File: src/rtl/spi_bus_arbiter_pkg.sv
// Shared SPI definitions: requester indices, chip-select idle value,
// arbiter/shifter state encodings and the round-robin pick helper.
package spi_bus_arbiter_pkg;

  localparam int REQ_SD   = 0;
  localparam int REQ_SPI1 = 1;

  localparam logic [1:0] CS_IDLE = 2'b11;

  // Arbiter-level states; the bit-level LEAD/LOW/HIGH phases live in the shifter.
  typedef enum logic [2:0] {
    ST_IDLE,
    ST_XFER,
    ST_DONE,
    ST_HOLD,
    ST_GAP
  } arb_state_t;

  typedef enum logic [1:0] {
    PH_IDLE,
    PH_LEAD,
    PH_LOW,
    PH_HIGH
  } phase_t;

  function automatic logic [1:0] req_onehot(input logic idx);
    return idx ? 2'b10 : 2'b01;
  endfunction

  // A lone requester wins outright; on a tie the one not granted last wins.
  function automatic logic rr_pick(input logic [1:0] valid, input logic last_grant);
    if (valid[REQ_SD] && valid[REQ_SPI1]) return ~last_grant;
    return valid[REQ_SPI1];
  endfunction

endpackage

File: src/rtl/spi_bus_arbiter_shift.sv
// Mode-0, MSB-first byte shifter: phase/bit counters, shift and receive
// registers, SCLK/MOSI generation. 'done' is high in the last cycle of a byte.
module spi_shift_byte
  import spi_bus_arbiter_pkg::*;
#(
  parameter int unsigned DIVIDE = 4
) (
  input  logic       clk,
  input  logic       reset_n,
  input  logic       start,
  input  logic       from_hold,
  input  logic [7:0] tx_byte,
  input  logic       miso,
  output logic       done,
  output logic [7:0] rx_byte,
  output logic       sclk,
  output logic       mosi
);

  localparam logic [7:0] DIV_LOAD = 8'(DIVIDE - 1);

  phase_t     phase;
  logic [7:0] phase_cnt;
  logic [2:0] bit_cnt;
  logic [7:0] tx_sr;
  logic [7:0] rx_sr;

  assign done    = (phase == PH_HIGH) && (phase_cnt == 8'd0) && (bit_cnt == 3'd0);
  assign rx_byte = rx_sr;

  // Phase sequencing: LEAD (fresh CS only), then LOW/HIGH per bit, MISO taken as SCLK rises.
  // NOTE: sequential state uses non-blocking assignments so every flop sees
  // pre-edge values regardless of statement order inside the block.
  always_ff @(posedge clk or negedge reset_n) begin
    if (!reset_n) begin
      phase     <= PH_IDLE;
      phase_cnt <= 8'd0;
      bit_cnt   <= 3'd0;
      tx_sr     <= 8'd0;
      rx_sr     <= 8'd0;
      sclk      <= 1'b0;
      mosi      <= 1'b0;
    end else begin
      unique case (phase)
        PH_IDLE: begin
          if (start) begin
            tx_sr     <= tx_byte;
            bit_cnt   <= 3'd7;
            phase_cnt <= DIV_LOAD;
            mosi      <= tx_byte[7];
            sclk      <= 1'b0;
            phase     <= from_hold ? PH_LOW : PH_LEAD;
          end
        end
        PH_LEAD: begin
          if (phase_cnt == 8'd0) begin
            phase_cnt <= DIV_LOAD;
            phase     <= PH_LOW;
          end else begin
            phase_cnt <= phase_cnt - 8'd1;
          end
        end
        PH_LOW: begin
          if (phase_cnt == 8'd0) begin
            phase_cnt <= DIV_LOAD;
            sclk      <= 1'b1;
            rx_sr     <= {rx_sr[6:0], miso};
            phase     <= PH_HIGH;
          end else begin
            phase_cnt <= phase_cnt - 8'd1;
          end
        end
        PH_HIGH: begin
          if (phase_cnt == 8'd0) begin
            sclk <= 1'b0;
            if (bit_cnt == 3'd0) begin
              phase <= PH_IDLE;
            end else begin
              bit_cnt   <= bit_cnt - 3'd1;
              tx_sr     <= {tx_sr[6:0], 1'b0};
              mosi      <= tx_sr[6];
              phase_cnt <= DIV_LOAD;
              phase     <= PH_LOW;
            end
          end else begin
            phase_cnt <= phase_cnt - 8'd1;
          end
        end
        default: phase <= PH_IDLE;
      endcase
    end
  end

endmodule

File: src/rtl/spi_bus_arbiter.sv
// Two-requester SPI bus arbiter: round-robin grant, per-requester chip
// select, CS hold (lock) for multi-byte transactions, post-release CS gap.
module spi_bus_arbiter
  import spi_bus_arbiter_pkg::*;
#(
  parameter int unsigned DIVIDE = 4,
  parameter int unsigned GAP    = 2
) (
  input  logic       clk,
  input  logic       reset_n,
  input  logic [1:0] req_valid,
  output logic [1:0] req_ready,
  input  logic [7:0] tx_data_0,
  input  logic [7:0] tx_data_1,
  input  logic [1:0] hold_cs,
  input  logic [1:0] release_cs,
  output logic [1:0] rsp_valid,
  output logic [7:0] rx_data,
  output logic       busy,
  output logic       spi_clk,
  output logic       spi_mosi,
  input  logic       spi_miso,
  output logic [1:0] spi_cs
);

  localparam logic [7:0] GAP_LOAD = 8'((GAP > 0) ? GAP - 1 : 0);
  localparam arb_state_t AFTER_RELEASE = (GAP == 0) ? ST_IDLE : ST_GAP;

  arb_state_t state;
  logic       owner;
  logic       last_grant;
  logic       hold_flag;
  logic [7:0] gap_cnt;

  logic       winner;
  logic       acc_idx;
  logic       accept;
  logic       shift_done;
  logic [7:0] shift_rx;

  // Grant decode: round-robin winner in IDLE, owner only while holding CS.
  // NOTE: every always_comb output gets a default first so no path infers a latch.
  always_comb begin
    winner    = rr_pick(req_valid, last_grant);
    req_ready = 2'b00;
    if (state == ST_IDLE && |req_valid) req_ready = req_onehot(winner);
    else if (state == ST_HOLD)          req_ready = req_onehot(owner);
  end

  assign acc_idx = (state == ST_HOLD) ? owner : winner;
  assign accept  = |(req_valid & req_ready);
  assign busy    = (state != ST_IDLE);

  spi_shift_byte #(.DIVIDE(DIVIDE)) u_shift (
    .clk       (clk),
    .reset_n   (reset_n),
    .start     (accept),
    .from_hold (state == ST_HOLD),
    .tx_byte   (acc_idx ? tx_data_1 : tx_data_0),
    .miso      (spi_miso),
    .done      (shift_done),
    .rx_byte   (shift_rx),
    .sclk      (spi_clk),
    .mosi      (spi_mosi)
  );

  // Arbiter FSM: ownership, chip selects, response pulse and gap timing.
  always_ff @(posedge clk or negedge reset_n) begin
    if (!reset_n) begin
      state      <= ST_IDLE;
      owner      <= 1'b0;
      last_grant <= 1'b1;
      hold_flag  <= 1'b0;
      gap_cnt    <= 8'd0;
      spi_cs     <= CS_IDLE;
      rsp_valid  <= 2'b00;
      rx_data    <= 8'd0;
    end else begin
      rsp_valid <= 2'b00;
      unique case (state)
        ST_IDLE: begin
          if (accept) begin
            owner      <= winner;
            last_grant <= winner;
            hold_flag  <= hold_cs[winner];
            spi_cs     <= ~req_onehot(winner);
            state      <= ST_XFER;
          end
        end
        ST_XFER: begin
          if (shift_done) begin
            rsp_valid <= req_onehot(owner);
            rx_data   <= shift_rx;
            state     <= ST_DONE;
          end
        end
        ST_DONE: begin
          if (hold_flag) begin
            state <= ST_HOLD;
          end else begin
            spi_cs  <= CS_IDLE;
            gap_cnt <= GAP_LOAD;
            state   <= AFTER_RELEASE;
          end
        end
        ST_HOLD: begin
          // A new byte from the owner takes precedence over a same-cycle release.
          if (accept) begin
            hold_flag <= hold_cs[owner];
            state     <= ST_XFER;
          end else if (release_cs[owner]) begin
            spi_cs  <= CS_IDLE;
            gap_cnt <= GAP_LOAD;
            state   <= AFTER_RELEASE;
          end
        end
        ST_GAP: begin
          if (gap_cnt == 8'd0) state <= ST_IDLE;
          else                 gap_cnt <= gap_cnt - 8'd1;
        end
        default: state <= ST_IDLE;
      endcase
    end
  end

endmodule

File: config.mk
export PLATFORM = sky130hd
export DESIGN_NAME = spi_bus_arbiter
export DESIGN_NICKNAME = d
export VERILOG_FILES = /design/src/rtl/spi_bus_arbiter_pkg.sv /design/src/rtl/spi_bus_arbiter_shift.sv /design/src/rtl/spi_bus_arbiter.sv
export SDC_FILE = /design/constraint.sdc
export NUM_CORES = 1
export LEC_CHECK = 0
export BUFFER_PORTS_ARGS = -buffer_cell sky130_fd_sc_hd__buf_2
export CORE_UTILIZATION = 57
export DETAILED_ROUTE_END_ITERATION = 8
export PLACE_DENSITY = 0.86
export SLEW_MARGIN = 30
export SYNTH_ARGS = -nofsm -noshare
export SYNTH_HDL_FRONTEND = slang
export SYNTH_HIERARCHICAL = 1
export SYNTH_SLANG_ARGS = --single-unit
File: constraint.sdc
create_clock -name clk -period 3.27 [get_ports clk]
set_input_delay 0.4905 -clock clk [delete_from_list [all_inputs] [get_ports clk]]
set_output_delay 0.4905 -clock clk [all_outputs]
set_load 0.01 [all_outputs]
==> results of run 1 <==
## per-stage QoR
step | hold slack, ps | std cells | setup slack [ps] | total power [mW] | area (µm²)
after global placement | 478 | 378 | 759 | 1.02 | 3220
after detailed placement | 494 | 378 | 634 | 1.03 | 3220
after floorplan | 195 | 276 | 715 | 0.952 | 2960
final | 258 | 386 | 622 | 1.41 | 3320
after CTS | 290 | 386 | 622 | 1.42 | 3320
after global routing | 324 | 386 | 478 | 1.48 | 3320
## Yosys cell counts (all sizes together), types with 3 or more instances
| master | n | area share [%] |
|---|---|---|
| a21o | 3 | 0.76 |
| a21oi | 14 | 2.4 |
| a31oi | 4 | 0.85 |
| buf | 6 | 1.2 |
| clkbuf | 3 | 0.38 |
| dfrtp | 53 | 45 |
| dfstp | 3 | 2.7 |
| ha | 5 | 2.1 |
| inv | 17 | 2.2 |
| mux2 | 25 | 9.5 |
| mux2i | 4 | 1.8 |
| nand2 | 22 | 2.8 |
| nand2b | 4 | 0.85 |
| nand3 | 7 | 1.4 |
| nor2 | 15 | 2.2 |
| nor3 | 10 | 2.2 |
| nor3b | 3 | 0.76 |
| nor4 | 6 | 1.8 |
| o21a | 4 | 1.0 |
| o21ai | 12 | 2.0 |
| o221a | 7 | 2.7 |
| or3 | 7 | 1.5 |
## state kept, by name (all words and copies together), names as in the netlist
signal and count:
u_shift/mosi 1, gap_cnt 8, hold_flag 1, spi_cs 2
u_shift/rx_byte 8, rsp_valid 2, state 3, u_shift/sclk 1
u_shift/phase_cnt 8, owner 1, last_grant 1, u_shift/bit_cnt 3
rx_data 8, u_shift/tx_sr 7, u_shift/phase 2
## how the worst max path moves through the flow
stage / depth (start not counted) / startpoint / slack [ps] / end
after floorplan: 8 / u_shift/phase_cnt[0] / 720 / rx_data[0]
after global placement: 8 / u_shift/phase_cnt[0] / 760 / rx_data[0]
after detailed placement: 8 / u_shift/phase_cnt[0] / 630 / rx_data[2]
after CTS: 8 / u_shift/phase_cnt[0] / 620 / rx_data[2]
after global routing: 8 / u_shift/phase_cnt[0] / 480 / rx_data[2]
final: 8 / u_shift/phase_cnt[0] / 620 / rx_data[2]
## kinds of logic after synthesis
kind of cell | after synthesis
AOI/OAI and AO/OA | 69
DFF | 56
buffers and inverters | 26
xor gates and xnor gates | 1
adders and majority gates | 5
and+or+nand+nor | 90
muxes | 29
## where the power goes
part	switching, mW	leakage [nW]	total [mW]	internal [mW]
sequential	0.0553	0.702	0.801	0.746
clock	0.236	0.0463	0.393	0.158
combinational	0.110	0.820	0.211	0.101
total	0.401	1.57	1.41	1.00
## final cells by class
| class | count | area, µm² |
|---|---|---|
| clock buffer | 5 | 68.8 |
| clock inverter | 3 | 27.5 |
| fill | 364 | 1530 |
| inverter | 17 | 63.8 |
| multi-input combinational | 194 | 1440 |
| sequential | 56 | 1410 |
| tap | 67 | 83.8 |
| timing repair buffer | 44 | 228 |
## critical path: cells and delay by family (launching register included)
| family | cells | cell delay, ps |
|---|---|---|
| mux | 1 | 350 |
| simple gates | 4 | 1290 |
| flops | 1 | 430 |
| fa+ha+maj | 1 | 190 |
| buf+inv | 2 | 280 |
## routing by layer
layer / vias up / part of all wire (%) / global-route usage (%)
li1: 1103 / - / -
met3: 11 / 3.9 / 4.07
met1: 1107 / 44 / 27.5
met4: 0 / 2.1 / 10.5
met2: 58 / 50 / 34.3
met5: - / 0 / 0
==> qor.yml, run 1 <==
worst_skew_pair.late_latency_ps: 310
crit_type: "flop to flop"
cts_hold_buf: 0
timing.final.setup_violations: 0
clock_buffer_count_from_cts: 5
hp-class: "primary input to async pin"
floorplan.core_area_um2: 4850
i_o_pin_cnt: 42
rrSetupSlack_ps: 620
final_min_period_over_clock_period_pct: 81.0
routed_wl_um: 5570
initialDrtViolationCount: 119
fin_tns_setup_ps: 0
synth-xor-area-share_pct: 0.296
dr.pass1.iters: 4
synthesis.nets: 306
grt_overflow: 0
ys.flop_type: "dfrtp_1"
syn-mean-instance-area_um2: 10.7
delay_of_the_slowest_cell_on_the_worst_path_ps: 520
finalClockSkew_ps: 7.83
number_of_antenna_violations_at_the_first_check_in_global_routing: 0
wire_length_of_the_first_global_routing_pass_um: 8880
p_leak_nw: 1.57
proportion_of_layout_cells_with_a_drive_suffix_above_1_pct: 31.7
ys.warnings.count: 6
clock_tree_from_tritoncts: "yes"
die_h_um: 74.0
cap_violations: 0
pin_count_of_the_biggest_net_entering_global_routing: 40
postLayoutCoreUtil_pct: 68.4
number_of_cells_produced_by_synthesis: 276
synth-adder-area-share_pct: 2.12
final_cell_mix: "dfrtp_1 (53), buf_2 (41), mux2_2 (24)"
dieArea_um2: 5480
ctsResizeCount: 0
synth_async_sr_flop_share_pct: 100
worst-slew-pin-transition_ps: 848
dr_total_vias: 2279
viasPerCell: 5.90
final_hold_vio_count: 0
crit-reg2reg-capture: "rx_data[2]"
rsz0062_at_grt: "no"
dp.final_hpwl_um: 4160
syn_to_final_growth_pct: 12.2
slew_viol_final: 0
worstRegToRegCells: 8
startpoint_type: "flop"
htreeDepth: 2
cts-root-buf: "clkbuf_8"
die_width_um: 74.0
cp_slowest_cell: "or3b_1"
synth_area_um2: 2960
timing.critical_path.fanout_max: 10
required_ps: 3480
ir_worst_vdd_uv: 291
drt_drc_violations_left: 0
globalplace.congestion: 0.842
final.min_clock_period_ps: 2650
post_synthesis_simple_gate_area_fraction_pct: 18.1
synth_top_family_by_area: "simple AND/OR/NAND/NOR gates"
initial_utilization_pct: 61.0
endpoint_class_of_the_critical_path: "flop"
post_synth_mux_area_share_pct: 11.3
postCtsSetupRepairBufs: 0
reg_to_reg_start: "u_shift/phase_cnt[0]"
cp.arrival_ps: 2860
fmax_ghz: 0.378
route.antenna.remaining_nets: 0
clk_pin_slew_worst_paths_ps: 100
antennaDiodeCount: 0
port-buffer-count: 41
ys_ff_latch: 56
crit_chain: "inv_1 -> ha_1 -> or3b_1 -> nor4_4 -> nand2_1 -> nor3_2 -> buf_4 -> mux2_2"
via_count_of_the_first_global_routing_pass: 1988
synth_cell_types: 67
synth_compound_area_share_pct: 16.9
slew-limit-headroom_pct: 43.5
final_nets: 348
synth_sequential_area_ratio_pct: 47.5
clock_sink_count: 56
run_status: "finished clean"
synth_enable_flop_cells: 0
fp-row-count: 25
clock_path_buffers: 2
p_per_area_nw_per_um2: 424
wl_per_cell_um: 14.4
layout_commonest_cell: "dfrtp_1"
total_routing_resource_utilization_after_global_routing_pct: 21.3
(Power assumes the default switching activity.)
==> run 2, diff against run 1 <==
clock period = 2.65 ns   (was 3.27 ns; I/O delays follow)
==> run 2 against run 1 <==
Clock skew grew 0.72 ps; maximum frequency is 13% higher; clock power is 24% higher; count of clock-buffer cells in the layout unchanged; worst setup slack worse by 320 ps; worst hold slack better by 56 ps; sequential share of layout area decreased by 0.88 points; final cell count is 2.3% higher; global-route usage up 2.5 points; largest power group unchanged; highest routed layer unchanged.
==> qor.yml, run 2 (synthesized netlist as in run 1, its figures left out) <==
p_leak_nw: 1.61
p_per_area_nw_per_um2: 521
dr_total_vias: 2333
met3WireLength_um: 198
dieArea_um2: 5480
num-fill-cells: 358
proportion_of_layout_cells_with_a_drive_suffix_above_1_pct: 33.2
clock_path_buffers: 2
rsz0062_at_grt: "no"
postCtsSetupRepairBufs: 0
cts-root-buf: "clkbuf_8"
totalPowerFinal_mw: 1.76
placement.setup.worst_slack_ps: 303
floorplan.core_area_um2: 4850
final_cell_area_um2: 3390
layout_commonest_cell: "dfrtp_1"
number_of_antenna_violations_at_the_first_check_in_global_routing: 0
run_status: "finished clean"
clock_tree_from_tritoncts: "yes"
hp-class: "primary input to flop"
cp.arrival_ps: 2560
met1Wirelength_um: 2640
wl_per_cell_um: 15.0
initialDrtViolationCount: 113
worst-slew-pin-transition_ps: 640
cap_violations: 0
worst_skew_pair.late_latency_ps: 320
timing.final.setup_violations: 0
endpoint_class_of_the_critical_path: "flop"
ir_worst_vdd_uv: 343
clk_pin_slew_worst_paths_ps: 110
i_o_pin_cnt: 42
slew-limit-headroom_pct: 57.2
fp-row-count: 25
worst_hold_margin_ps: 314
final_hold_vio_count: 0
dr.pass1.iters: 4
grt_overflow: 0
clock_buffer_count_from_cts: 5
final_cell_mix: "dfrtp_1 (53), buf_2 (41), mux2_2 (24)"
startpoint_type: "flop"
final.min_clock_period_ps: 2350
final_min_period_over_clock_period_pct: 88.6
seq_area_um2: 1410
wire_length_of_the_first_global_routing_pass_um: 9920
crit_type: "flop to flop"
viasPerCell: 5.91
slew_viol_final: 0
fin_tns_setup_ps: 0
die_h_um: 74.0
antennaDiodeCount: 0
die_width_um: 74.0
routed-wl-met2_um: 3020
worstRegToRegCells: 8
timing.hold.worst_path_depth: 2
routed_wl_um: 5940
finalClockSkew_ps: 8.55
setup_slack_after_layout_ps: 302
drt_drc_violations_left: 0
clock_sink_count: 56
htreeDepth: 2
syn_to_final_growth_pct: 14.6
initial_utilization_pct: 61.0
dp.final_hpwl_um: 4430
port-buffer-count: 41
timing.critical_path.fanout_max: 10
multi_input_comb_area_um2: 1440
final_nets: 357
globalplace.congestion: 0.857
top_layer_used: "met4"
required_ps: 2860
via_count_of_the_first_global_routing_pass: 2197
placement.cell_area_um2: 3280
fmax_ghz: 0.426
total_routing_resource_utilization_after_global_routing_pct: 23.8
route.antenna.remaining_nets: 0
pin_count_of_the_biggest_net_entering_global_routing: 26
## run 2: cell count changes in the layout (fill, tap and decap cells not counted), sizes merged
cell,change
dlygate4sd3,+1
buf,+8
## run 2: final cells by class
type,instances,area share (%)
repair buffers,53,8.79
clock buffers,5,2.03
multi-input cells,194,42.5
flip-flops and latches,56,41.5
inverters,17,1.88
clock inverters,3,0.813
well taps,67,2.48
## run 2: worst paths after layout
path / endpoint / slack, ps / from
max reg2reg: rx_data[1] / 300 / u_shift/phase_cnt[0]
max: rx_data[1] / 300 / u_shift/phase_cnt[0]
min reg2reg: u_shift/bit_cnt[1] / 500 / u_shift/bit_cnt[1]
min in group asynchronous: gap_cnt[5] / 510 / reset_n
min: last_grant / 310 / req_valid[0]
max in group asynchronous: u_shift/phase_cnt[2] / 1480 / reset_n
## run 2: what timing repair did
action	in CTS	in global routing
resized for setup	0	0
hold endpoints to repair	11	0
hold buffers	1	0
## run 2: per-stage QoR
step                utilization, %  cells
floorplan                        -    276
detailed placement            67.7    386
global placement              67.7    386
finish                        69.9    395
global route                  69.9    395
CTS                           69.9    395
## run 2: per-layer routing
| metal | GRT usage (%) | vias up |
|---|---|---|
| met3 | 3.39 | 9 |
| met4 | 8.76 | 0 |
| met5 | 0 | - |
| met1 | 30.6 | 1140 |
| li1 | - | 1126 |
| met2 | 41.0 | 58 |
## run 2: worst max-delay path, cell delays in order (launching register included)
cell and delay (ps):
dfrtp_1 430, inv_1 80, ha_1 210, or3b_1 420, nor4_4 320, nand2_1 120, nor3_2 120, buf_4 200
mux2_2 350
## run 2: report_power, final
group / total, mW / switching, mW / leakage (nW) / internal, mW
Sequential: 0.969 / 0.0482 / 0.702 / 0.921
Combinational: 0.308 / 0.167 / 0.865 / 0.141
Clock: 0.487 / 0.292 / 0.0463 / 0.195
==> run 3, diff against run 2 <==
CORE_UTILIZATION = 60   (was 57)
PLACE_DENSITY = 0.9   (was 0.86)
clock period = 2.75 ns   (was 2.65 ns; I/O delays follow)
==> run 3 against run 2 <==
Final cell count shrank 1.0%; non-clock buffer count shrank 4; via count decreased by 0.51%; largest power group unchanged; clock skew rose by 3.0 ps; maximum frequency shrank 7.1%; wire length is essentially flat; worst hold slack better by 6.8 ps; worst setup slack worse by 80 ps; sequential power is 1% lower; clock power fell by 3%; critical path depth did not move; critical path type unchanged; largest cell class unchanged.
==> qor.yml, run 3 (synthesized netlist as in run 1, its figures left out) <==
hp-class: "primary input to flop"
final_cell_area_um2: 3350
die_width_um: 72.2
worst-slew-pin-transition_ps: 675
fin_tns_setup_ps: 0
port-buffer-count: 41
worst_hold_margin_ps: 320
p_per_area_nw_per_um2: 504
wire_length_of_the_first_global_routing_pass_um: 9810
cp.arrival_ps: 2740
rsz0062_at_grt: "no"
dp.final_hpwl_um: 4350
totalPowerFinal_mw: 1.69
final_hold_vio_count: 0
total_routing_resource_utilization_after_global_routing_pct: 24.3
placement.cell_area_um2: 3250
via_count_of_the_first_global_routing_pass: 2154
proportion_of_layout_cells_with_a_drive_suffix_above_1_pct: 32.4
required_ps: 2960
syn_to_final_growth_pct: 13.5
postCtsSetupRepairBufs: 0
initialDrtViolationCount: 138
worst_skew_pair.late_latency_ps: 320
num-fill-cells: 344
run_status: "finished clean"
viasPerCell: 5.94
htreeDepth: 2
ir_worst_vdd_uv: 418
endpoint_class_of_the_critical_path: "flop"
dr.pass1.iters: 5
number_of_antenna_violations_at_the_first_check_in_global_routing: 0
layout_commonest_cell: "dfrtp_1"
slew_viol_final: 0
cts_hold_buf: 1
initial_utilization_pct: 62.6
delay_of_the_slowest_cell_on_the_worst_path_ps: 530
multi_input_comb_area_um2: 1440
slew-limit-headroom_pct: 54.9
cp_slowest_cell: "or3b_1"
placed_cells_incl_taps: 382
ctsResizeCount: 0
clock_sink_count: 56
floorplan.core_area_um2: 4720
post_layout_nonfiller_instances: 391
seq_area_um2: 1410
pin_count_of_the_biggest_net_entering_global_routing: 23
crit_buf_inv: 2
clock_buffer_count_from_cts: 5
dieArea_um2: 5210
timing.critical_path.fanout_max: 10
wl_per_cell_um: 15.2
routed_wl_um: 5940
grt_overflow: 0
postLayoutCoreUtil_pct: 71.0
final_min_period_over_clock_period_pct: 91.9
final_nets: 353
startpoint_type: "flop"
critical-path-top-delay-family: "simple AND/OR/NAND/NOR gates"
die_h_um: 72.2
clock_path_buffers: 2
i_o_pin_cnt: 42
cts-root-buf: "clkbuf_8"
crit_type: "flop to flop"
dr_total_vias: 2321
placement.setup.worst_slack_ps: 267
antennaDiodeCount: 0
globalplace.congestion: 0.922
fp-row-count: 25
drt_drc_violations_left: 0
crit_chain: "inv_1 -> ha_1 -> or3b_1 -> nor4_4 -> nand2_1 -> nor3_2 -> buf_4 -> mux2_2"
final.min_clock_period_ps: 2530
final_cell_mix: "dfrtp_1 (53), buf_2 (41), mux2_2 (24)"
finalClockSkew_ps: 11.6
p_leak_nw: 1.59
clk_pin_slew_worst_paths_ps: 110
clock_tree_from_tritoncts: "yes"
route.antenna.remaining_nets: 0
setup_slack_after_layout_ps: 223
cap_violations: 0
timing.final.setup_violations: 0
fmax_ghz: 0.396
run 3: layer usage:
metal | vias up | track usage (%) | share of wire, %
met5 | - | 0 | 0
met4 | 0 | 9.37 | 1.9
met3 | 11 | 5.00 | 3.9
met2 | 59 | 40.2 | 49
met1 | 1135 | 31.6 | 46
li1 | 1116 | - | -
run 3: worst register-to-register path, delay by kind of cell, from the launching register on:
kind	cells	cell delay (ps)
flops	1	420
simple gates	4	1130
mux	1	360
buf+inv	2	320
fa+ha+maj	1	200
run 3: path summary, 6_finish.rpt:
path	startpoint	slack [ps]	cells after the start	to
min in group asynchronous	reset_n	520	2	gap_cnt[0]
worst max-delay path	u_shift/phase_cnt[1]	220	8	rx_data[5]
worst max register to register	u_shift/phase_cnt[1]	220	8	rx_data[5]
worst min register to register	rx_data[4]	510	1	rx_data[4]
max in group asynchronous	reset_n	1640	3	state[0]
worst min-delay path	spi_miso	320	2	u_shift/rx_byte[0]
run 3: final cells by class:
cell class              count  share of cell area (%)
multi-input cells         194                    42.9
inverters                  17                    1.90
clock inverters             3                   0.746
repair buffers             49                    7.98
well taps                  67                    2.50
flip-flops and latches     56                    41.9
clock buffers               5                    2.05
run 3: where the power goes:
part / switching, mW / internal (mW)
registers: 0.0691 / 0.887
clock network: 0.288 / 0.186
logic: 0.133 / 0.126
total: 0.490 / 1.20
